[src/rtl/step_pulse_pkg.sv]
// Shared types, rate constants and the period helper for step_pulse_gen.
package step_pulse_pkg;

  typedef enum logic [1:0] {
    MODE_WALK = 2'd0,
    MODE_JOG  = 2'd1,
    MODE_RUN  = 2'd2,
    MODE_HYB  = 2'd3
  } mode_e;

  typedef enum logic [1:0] {
    ST_IDLE,
    ST_STEADY,
    ST_HYBRID,
    ST_DONE
  } state_e;

  localparam int unsigned RATE_WALK = 32;
  localparam int unsigned RATE_JOG  = 64;
  localparam int unsigned RATE_RUN  = 128;
  localparam int unsigned HYB_SECS  = 9;

  // Hybrid schedule indexed by hybrid second 1..9; other indices are never selected.
  function automatic int unsigned hyb_rate(input int unsigned sec);
    case (sec)
      1:       return 20;
      2:       return 33;
      3:       return 66;
      4:       return 27;
      5:       return 70;
      6:       return 30;
      7:       return 19;
      8:       return 30;
      9:       return 33;
      default: return RATE_WALK;
    endcase
  endfunction

  function automatic int unsigned step_period(input int unsigned clk_hz, input int unsigned rate);
    return clk_hz / rate;
  endfunction

endpackage

[src/rtl/step_period_counter.sv]
// Period counter for step_pulse_gen: per_cnt wraps at P-1, emit caps pulses at R per second.
module step_period_counter
  import step_pulse_pkg::*;
#(
  parameter int unsigned CNT_W = 27
) (
  input  logic             clk,
  input  logic             rst_n,
  input  logic             clr,
  input  logic             en,
  input  logic             sec_wrap,
  input  logic [CNT_W-1:0] period_m1,
  input  logic [7:0]       rate,
  output logic             fire
);

  logic [CNT_W-1:0] per_cnt;
  logic [7:0]       emit;

  assign fire = en && (per_cnt == period_m1) && (emit < rate);

  always_ff @(posedge clk or negedge rst_n) begin
    if (!rst_n) begin
      per_cnt <= '0;
      emit    <= '0;
    end else if (clr) begin
      per_cnt <= '0;
      emit    <= '0;
    end else if (en) begin
      if (sec_wrap) begin
        per_cnt <= '0;
        emit    <= '0;
      end else begin
        per_cnt <= (per_cnt == period_m1) ? '0 : per_cnt + CNT_W'(1);
        if (fire) emit <= emit + 8'd1;
      end
    end
  end

endmodule

[src/rtl/step_pulse_gen.sv]
// Step-pulse generator: walk/jog/run rates plus a 9-second hybrid profile.
// Optional hybrid profile enabled by defining STEP_PULSE_HYBRID_EN.
module step_pulse_gen #(
  parameter int unsigned CLK_HZ = 100_000_000
) (
  input  logic       clk,
  input  logic       rst_n,
  input  logic       run,
  input  logic [1:0] mode,
  output logic       pulse,
  output logic       sec_tick,
  output logic [3:0] hyb_sec,
  output logic       hyb_done
);
  import step_pulse_pkg::*;

  localparam int unsigned      CNT_W    = $clog2(CLK_HZ);
  localparam logic [CNT_W-1:0] SEC_MAX  = CNT_W'(CLK_HZ - 1);
  localparam logic [CNT_W-1:0] PM1_WALK = CNT_W'(step_period(CLK_HZ, RATE_WALK) - 1);
  localparam logic [CNT_W-1:0] PM1_JOG  = CNT_W'(step_period(CLK_HZ, RATE_JOG) - 1);
  localparam logic [CNT_W-1:0] PM1_RUN  = CNT_W'(step_period(CLK_HZ, RATE_RUN) - 1);

  state_e           state_q, state_d;
  mode_e            mode_q, mode_d;
  logic             start_q, start_d;
  logic [CNT_W-1:0] sec_cnt, sec_d;
  logic             pulse_d, tick_d;
  logic             go, restart, sec_wrap;
  logic             cnt_clr, cnt_en, fire;
  logic [CNT_W-1:0] period_m1;
  logic [7:0]       rate;

`ifdef STEP_PULSE_HYBRID_EN
  logic [3:0]       hyb_q, hyb_d;
  logic [CNT_W-1:0] hyb_pm1 [16];
  logic [7:0]       hyb_rt  [16];

  for (genvar g = 0; g < 16; g++) begin : g_hyb
    assign hyb_pm1[g] = CNT_W'(step_period(CLK_HZ, hyb_rate(g)) - 1);
    assign hyb_rt[g]  = 8'(hyb_rate(g));
  end

  assign go       = run;
  assign hyb_sec  = (state_q == ST_HYBRID) ? hyb_q : '0;
  assign hyb_done = (state_q == ST_DONE);
`else
  assign go       = run && (mode != MODE_HYB);
  assign hyb_sec  = '0;
  assign hyb_done = 1'b0;
`endif

  assign restart  = (state_q != ST_IDLE) && (mode != mode_q);
  assign sec_wrap = (sec_cnt == SEC_MAX);

  always_comb begin
    period_m1 = PM1_WALK;
    rate      = 8'(RATE_WALK);
    case (mode_q)
      MODE_JOG: begin period_m1 = PM1_JOG; rate = 8'(RATE_JOG); end
      MODE_RUN: begin period_m1 = PM1_RUN; rate = 8'(RATE_RUN); end
`ifdef STEP_PULSE_HYBRID_EN
      MODE_HYB: begin period_m1 = hyb_pm1[hyb_q]; rate = hyb_rt[hyb_q]; end
`endif
      default: ;
    endcase
  end

  // Entry cycle (start_q) holds counters at 0 so the first counted cycle follows the entry edge.
  always_comb begin
    state_d = state_q;
    mode_d  = mode_q;
    start_d = 1'b0;
    sec_d   = sec_cnt;
    pulse_d = 1'b0;
    tick_d  = 1'b0;
    cnt_clr = 1'b0;
    cnt_en  = 1'b0;
`ifdef STEP_PULSE_HYBRID_EN
    hyb_d   = hyb_q;
`endif
    if (!go) begin
      state_d = ST_IDLE;
      sec_d   = '0;
      cnt_clr = 1'b1;
`ifdef STEP_PULSE_HYBRID_EN
      hyb_d   = '0;
`endif
    end else if (state_q == ST_IDLE || restart) begin
      state_d = ST_STEADY;
      mode_d  = mode_e'(mode);
      start_d = 1'b1;
      sec_d   = '0;
      cnt_clr = 1'b1;
`ifdef STEP_PULSE_HYBRID_EN
      hyb_d   = '0;
      if (mode == MODE_HYB) begin
        state_d = ST_HYBRID;
        hyb_d   = 4'd1;
      end
`endif
    end else if (!start_q && state_q != ST_DONE) begin
      cnt_en  = 1'b1;
      pulse_d = fire;
      tick_d  = sec_wrap;
      sec_d   = sec_wrap ? '0 : sec_cnt + CNT_W'(1);
`ifdef STEP_PULSE_HYBRID_EN
      if (sec_wrap && state_q == ST_HYBRID) begin
        if (hyb_q == 4'(HYB_SECS)) begin
          state_d = ST_DONE;
          hyb_d   = '0;
        end else begin
          hyb_d   = hyb_q + 4'd1;
        end
      end
`endif
    end
  end

  always_ff @(posedge clk or negedge rst_n) begin
    if (!rst_n) begin
      state_q  <= ST_IDLE;
      mode_q   <= MODE_WALK;
      start_q  <= 1'b0;
      sec_cnt  <= '0;
      pulse    <= 1'b0;
      sec_tick <= 1'b0;
`ifdef STEP_PULSE_HYBRID_EN
      hyb_q    <= '0;
`endif
    end else begin
      state_q  <= state_d;
      mode_q   <= mode_d;
      start_q  <= start_d;
      sec_cnt  <= sec_d;
      pulse    <= pulse_d;
      sec_tick <= tick_d;
`ifdef STEP_PULSE_HYBRID_EN
      hyb_q    <= hyb_d;
`endif
    end
  end

  step_period_counter #(
    .CNT_W(CNT_W)
  ) u_per (
    .clk      (clk),
    .rst_n    (rst_n),
    .clr      (cnt_clr),
    .en       (cnt_en),
    .sec_wrap (sec_wrap),
    .period_m1(period_m1),
    .rate     (rate),
    .fire     (fire)
  );

endmodule

[config.mk]
export PLATFORM = sky130hd
export DESIGN_NAME = step_pulse_gen
export DESIGN_NICKNAME = d
export VERILOG_FILES = /design/src/rtl/step_pulse_pkg.sv /design/src/rtl/step_period_counter.sv /design/src/rtl/step_pulse_gen.sv
export SDC_FILE = /design/constraint.sdc
export NUM_CORES = 1
export LEC_CHECK = 0
export ABC_AREA = 1
export CORE_MARGIN = 10
export CORE_UTILIZATION = 57
export CTS_BUF_LIST = sky130_fd_sc_hd__clkbuf_4 sky130_fd_sc_hd__clkbuf_8 sky130_fd_sc_hd__clkbuf_16
export CTS_CLUSTER_SIZE = 24
export DETAILED_ROUTE_END_ITERATION = 7
export HOLD_SLACK_MARGIN = 0.02
export PLACE_DENSITY_LB_ADDON = 0.12
export SYNTH_ARGS = -nofsm -noshare
export SYNTH_HDL_FRONTEND = slang
export SYNTH_SLANG_ARGS = --single-unit
[constraint.sdc]
create_clock -name clk -period 1.8 [get_ports clk]
set_input_delay 0.45 -clock clk [delete_from_list [all_inputs] [get_ports clk]]
set_output_delay 0.45 -clock clk [all_outputs]
set_load 0.03 [all_outputs]
# Yosys cells after proc, flatten, opt, wreduce, memory -nomap -nowiden
# Cells that the tools add are included.
totals:
  inputBits: 5
  ff_bits: 69
  elab_cells: 62
  output_inout_bits: 7
op_classes:
  n_eq_ne: 9
  n_reduce_logical: 13
  addsub: 3
  mux: 28
  magnitude_cmp: 1
ops:
  columns: ["op", "count"]
  rows:
  - ["$mux 27", 8]
  - ["$add 27x1->27 const B", 2]
  - ["$pmux 22 s2", 1]
  - ["$mux 8", 4]
  - ["$eq 27x22->1", 1]
  - ["$eq 27x27->1 const B", 1]
  - ["$pmux 8 s2", 1]
  - ["$mux 1", 12]
  - ["$add 8x1->8 const B", 1]
  - ["$lt 8x8->1", 1]
  - ["$logic_and 1x1->1", 5]
  - ["$mux 2", 2]
  - ["$ne 2x2->1 const B", 2]
  - ["$reduce_and 2->1", 2]
  - ["$reduce_bool 2->1", 2]
  - ["$ne 3x1->1 const B", 1]
  - ["$reduce_bool 3->1", 1]
  - ["$eq 2x1->1 const B", 1]
  - ["$eq 2x2->1 const B", 1]
  - ["$logic_not 2->1", 1]
  - ["$ne 2x1->1 const B", 1]
  - ["$ne 2x2->1", 1]
  - ["$logic_not 1->1", 1]
  - ["$logic_or 1x1->1", 1]

# Logic depth before layout (Yosys ltp)
depth:
  ltp_word: 11
  ltp_mapped: 14
  mapped_depth_nobuf: 14

# Modules after synthesis
# From an unflattened synthesis, not the netlist that was laid out.
unflattened:
  cells_unflattened: 699
  area_unflattened_um2: 4963.5
by_module_without_submodules:
  columns: ["module", "cells_each", "n_inst", "seq_area_each_um2", "area_each_um2"]
  rows:
  - ["step_period_counter", 391, 1, 875.8, 2745.1]
  - ["step_pulse_gen", 308, 1, 825.8, 2218.4]

# Least setup slack after synthesis
# No wires, ideal clock.
synth_timing:
  kind: "reg2reg"
  from: "reg mode_q[0]"
  to: "reg u_per.emit[2]"
  path_stages_with_launch: 14
  required_time_ns: 1.734
  setup_ns: 0.066
  t_arrival_ns: 1.829
  period_less_slack_ns: 1.894
  setup_slack_ns: -0.094
  n_path_buf: 0
  path_cell_list: "dfrtp_1 -> inv_1 -> ha_1 -> inv_1 -> ha_1 -> nand2_1 -> nand2_1 -> a21oi_1 -> nand4_1 -> inv_1 -> nand2_1 -> nand2_1 -> nand2_1 -> nand2_1"
synth_between:
  elab_chain_len: 9
  elab_cells_between_ends: 19
  classes_between: "order compare (1); eq/ne (4); mux (7); reduce/logical (7)"
synth_rtl:
  columns: ["element", "line_no", "source"]
  rows:
  - ["start, declared", "step_pulse_gen.sv:24", "mode_e mode_q, mode_d;"]
  - ["start signal, assigned", "step_pulse_gen.sv:132", "mode_q <= mode_d;"]
  - ["branches (longest 9 deep; another with $lt 8x8->1)", null, null]
  - ["end signal, assigned", "step_period_counter.sv:35", "if (fire) emit <= emit + 8'd1;"]
  - ["end, declared", "step_period_counter.sv:18", "logic [7:0] emit;"]
# Parallel ways; which one is timed is not known.
# A chain may end at the register's enable or synchronous reset.

# Worst setup path in the final report
layout_timing:
  from: "reg mode_q[0]"
  to: "reg u_per.per_cnt[13]"
layout_between:
  elab_chain_len: 7
  elab_cells_between_ends: 16
  classes_between: "eq/ne (4); mux (9); reduce/logical (3)"
layout_rtl:
  columns: ["element", "line_no", "source"]
  rows:
  - ["$eq 2x2->1 or $eq 2x1->1 (tied branches)", "step_pulse_gen.sv:58", "case (mode_q)"]
  - ["$pmux 22 s2", "step_pulse_gen.sv:58", null]
  - ["$eq 27x22->1", "step_period_counter.sv:34", "per_cnt <= (per_cnt == period_m1) ? '0 : per_cnt + CNT_W'(1);"]
  - ["$mux 27", "step_period_counter.sv:34", null]
  - ["$mux 27", "step_period_counter.sv:30", "if (sec_wrap) begin"]
  - ["$mux 27", "step_period_counter.sv:29", "end else if (en) begin"]
  - ["$mux 27", "step_period_counter.sv:26", "end else if (clr) begin"]
  - ["end signal, assigned", "step_period_counter.sv:34", null]
  - ["end, declared", "step_period_counter.sv:17", "logic [CNT_W-1:0] per_cnt;"]
# Several ways; a longest one is shown, not always the timed one. The select of a mux whose other input is x is not followed.

==> flow_summary.ini <==
[run_status]
run_status = complete, but fails checks
violations = setup timing

[power]
p_leak_nw = 2.80
peakVddDrop_v = 0.000347
powerDensity_nw_per_um2 = 550

[global_routing]
grt_overflow_total = 0
grt_max_degree = 69
grt_pass1_vias = 4625
groute.usage.overall_pct = 20.1
grt_first_pass_wirelength_mm = 21.1
antenna_found_initial = 0

[setup_path]
path_class = reg2reg
critPathTopFamily = simple AND/OR/NAND/NOR gates
crit_arrival_ps = 2170
reg2reg_setup_slack_ps = -100
path_common_cell = nand2_1
worstPathMaxFanout = 6
crit_chain = inv_2 -> ha_4 -> buf_6 -> nand2_1 -> nand2_1 -> nand2_1 -> inv_1 -> nand2_1 -> nor2_2 -> nand2_2 -> nand2_4 -> nand2_8 -> clkinv_8 -> nor2_2
slowest_stage = dfrtp_1
cp-start-kind = register
worst_r2r_endpoint = u_per.per_cnt[13]
critical_path_required_ps = 2060
ff2ff_path_depth = 14
crit_buf_inv = 4
critPathMaxStageDelay_ps = 420
reg2reg_from = mode_q[0]
critPathCaptureType = register

[clocking]
postCtsHoldBufs = 0
clock-sinks = 68
cts_root_buf = clkbuf_8
cts.htree.levels = 3
numCtsBuffers = 9
insertion_delay_ps = 370
clk_pin_slew_ps = 80
cts_tree = yes
clock_path_buffers = 2

[sta]
clock_skew_ps = 10.9
setup_viol = 29
setup_ws_ps = -102
maxSlewViolCount = 0
max_freq_ghz = 0.526
hold_viol = 0
hold_ws_ps = 73.1
rsz0062_at_grt = yes
min_period_ps = 1900
fin_crit_sh_pct = 106

[die]
dieArea_sq_um = 12300
die_height_um = 111
die_x_um = 111
num_rows = 33
io_pins = 12
core_area_sq_um = 8130
initial_utilization_pct = 57.9

[logic_synthesis]
netlist_area_sq_um = 4710
synthTopCellsByArea = dfrtp_1 36%, nand2_1 18%, nor2_1 11%
synth_common_cells = 231 x nand2_1, 133 x nor2_1, 87 x inv_1
synth.most_common_cell = nand2_1
ys.warnings.count = 0
synth_cell_types = 38
ys_ff_latch = 68
async_flop_share_pct = 100
syn-mean-instance-area_sq_um = 6.48
synth_top_area_cell = dfrtp_1
synth_top_cell_area_share_pct = 36.1
synth_sequential_area_ratio_pct = 36.1
synth_edf_count = 0
synth_ff_type = dfrtp_1
syn-instance-count = 727

[place]
hpwl_mm = 9.06
globalplace.congestion = 0.950
dp.cells = 882
postPlaceCellArea_sq_um = 5290
io_buffer_count = 6

[detailed_routing]
drtIter0Drc = 324
drc_errors = 0
wire_per_inst_um = 15.2
num_vias = 4968
routed_wirelength_mm = 13.8
ant_nets = 0
viasPerCell = 5.45
firstDrtPassIters = 5

[final_layout]
nets = 813
n_antenna_cell = 0
multiInputGateArea_sq_um = 2880
fillCellCount = 604
regArea_sq_um = 1700
drive_gt1_share_pct = 22.5
fin_area_sq_um = 6060
syn2layout_area_growth_pct = 28.7
fin_cells = 911

[job]
max_cap_viol_count = 0

[worst_hold_path]
hp-class = in2async
-- layout make-up --
cell class                      count  area share, %
Timing Repair inverter              1          0.268
Clock buffer                       12           2.52
Sequential cell                    68           28.1
Multi-Input combinational cell    551           47.5
Tap cell                          105           2.17
Inverter                           94           6.19
Clock inverter                      4          0.805
Timing Repair Buffer               76           12.5
-- cell usage in the layout, fill, tap and decap left out, drive strengths merged, types with 12 or more instances in the layout --
cell and instances:
a21oi 12, buf 67, clkbuf 16, dfrtp 68, inv 91, nand2 238, nand3 57, nand4 25
nor2 149, nor3 14, o21ai 15, xor2 12
-- state kept, by name, summed over array words and instances (netlist names) --
name and cells:
sec_cnt 27, u_per.per_cnt 27, u_per.emit 8, mode_q 2, pulse 1, sec_tick 1
start_q 1, state_q 1
-- stage by stage --
stage,setup WS [ps],util (%),setup TNS (ps),power (mW)
global route,-190,74.6,-5100,3.46
CTS,-54.5,69.6,-802,3.27
floorplan,15.5,-,0,1.75
finish,-102,74.6,-2140,3.33
global placement,-353,65.1,-19020,1.88
detailed placement,-414,65.1,-21520,1.89
-- layer usage --
layer	vias up	GRT usage (%)	share of wire, %
li1	2415	-	-
met1	2314	23.6	39
met2	193	35.3	52
met3	46	3.19	5.7
met4	0	8.94	3.4
met5	-	0	0
-- worst max path at each step --
stage | startpoint | end | slack, ps | depth (start not counted)
floorplan | mode_q[0] | u_per.emit[2] | 20 | 13
global placement | mode[0] | sec_cnt[24] | -350 | 13
detailed placement | mode[1] | u_per.per_cnt[2] | -410 | 11
CTS | mode_q[0] | u_per.emit[7] | -50 | 13
global route | mode_q[0] | u_per.emit[7] | -190 | 13
finish | mode_q[0] | u_per.per_cnt[13] | -100 | 14
-- where the power goes --
part,internal (mW),total [mW],switching [mW]
clock network,0.707,1.35,0.640
logic,0.183,0.435,0.252
registers,1.54,1.55,0.0144
-- timing repair --
action                     CTS  global route
setup buffers                4             4
setup endpoints to repair   34            61
pin swaps                   15            38
gates cloned                 2             4
resized for setup           37            75
-- cell families after synthesis --
kind of cell	after synthesis	share of synthesized area, %
simple gates	491	44.9
buf+inv	113	10.4
flops	68	36.1
compound gates	33	4.04
xor+xnor	14	2.60
fa+ha+maj	7	1.86
other cells	1	0.0796
No activity file was read; power rests on OpenSTA's default activity.
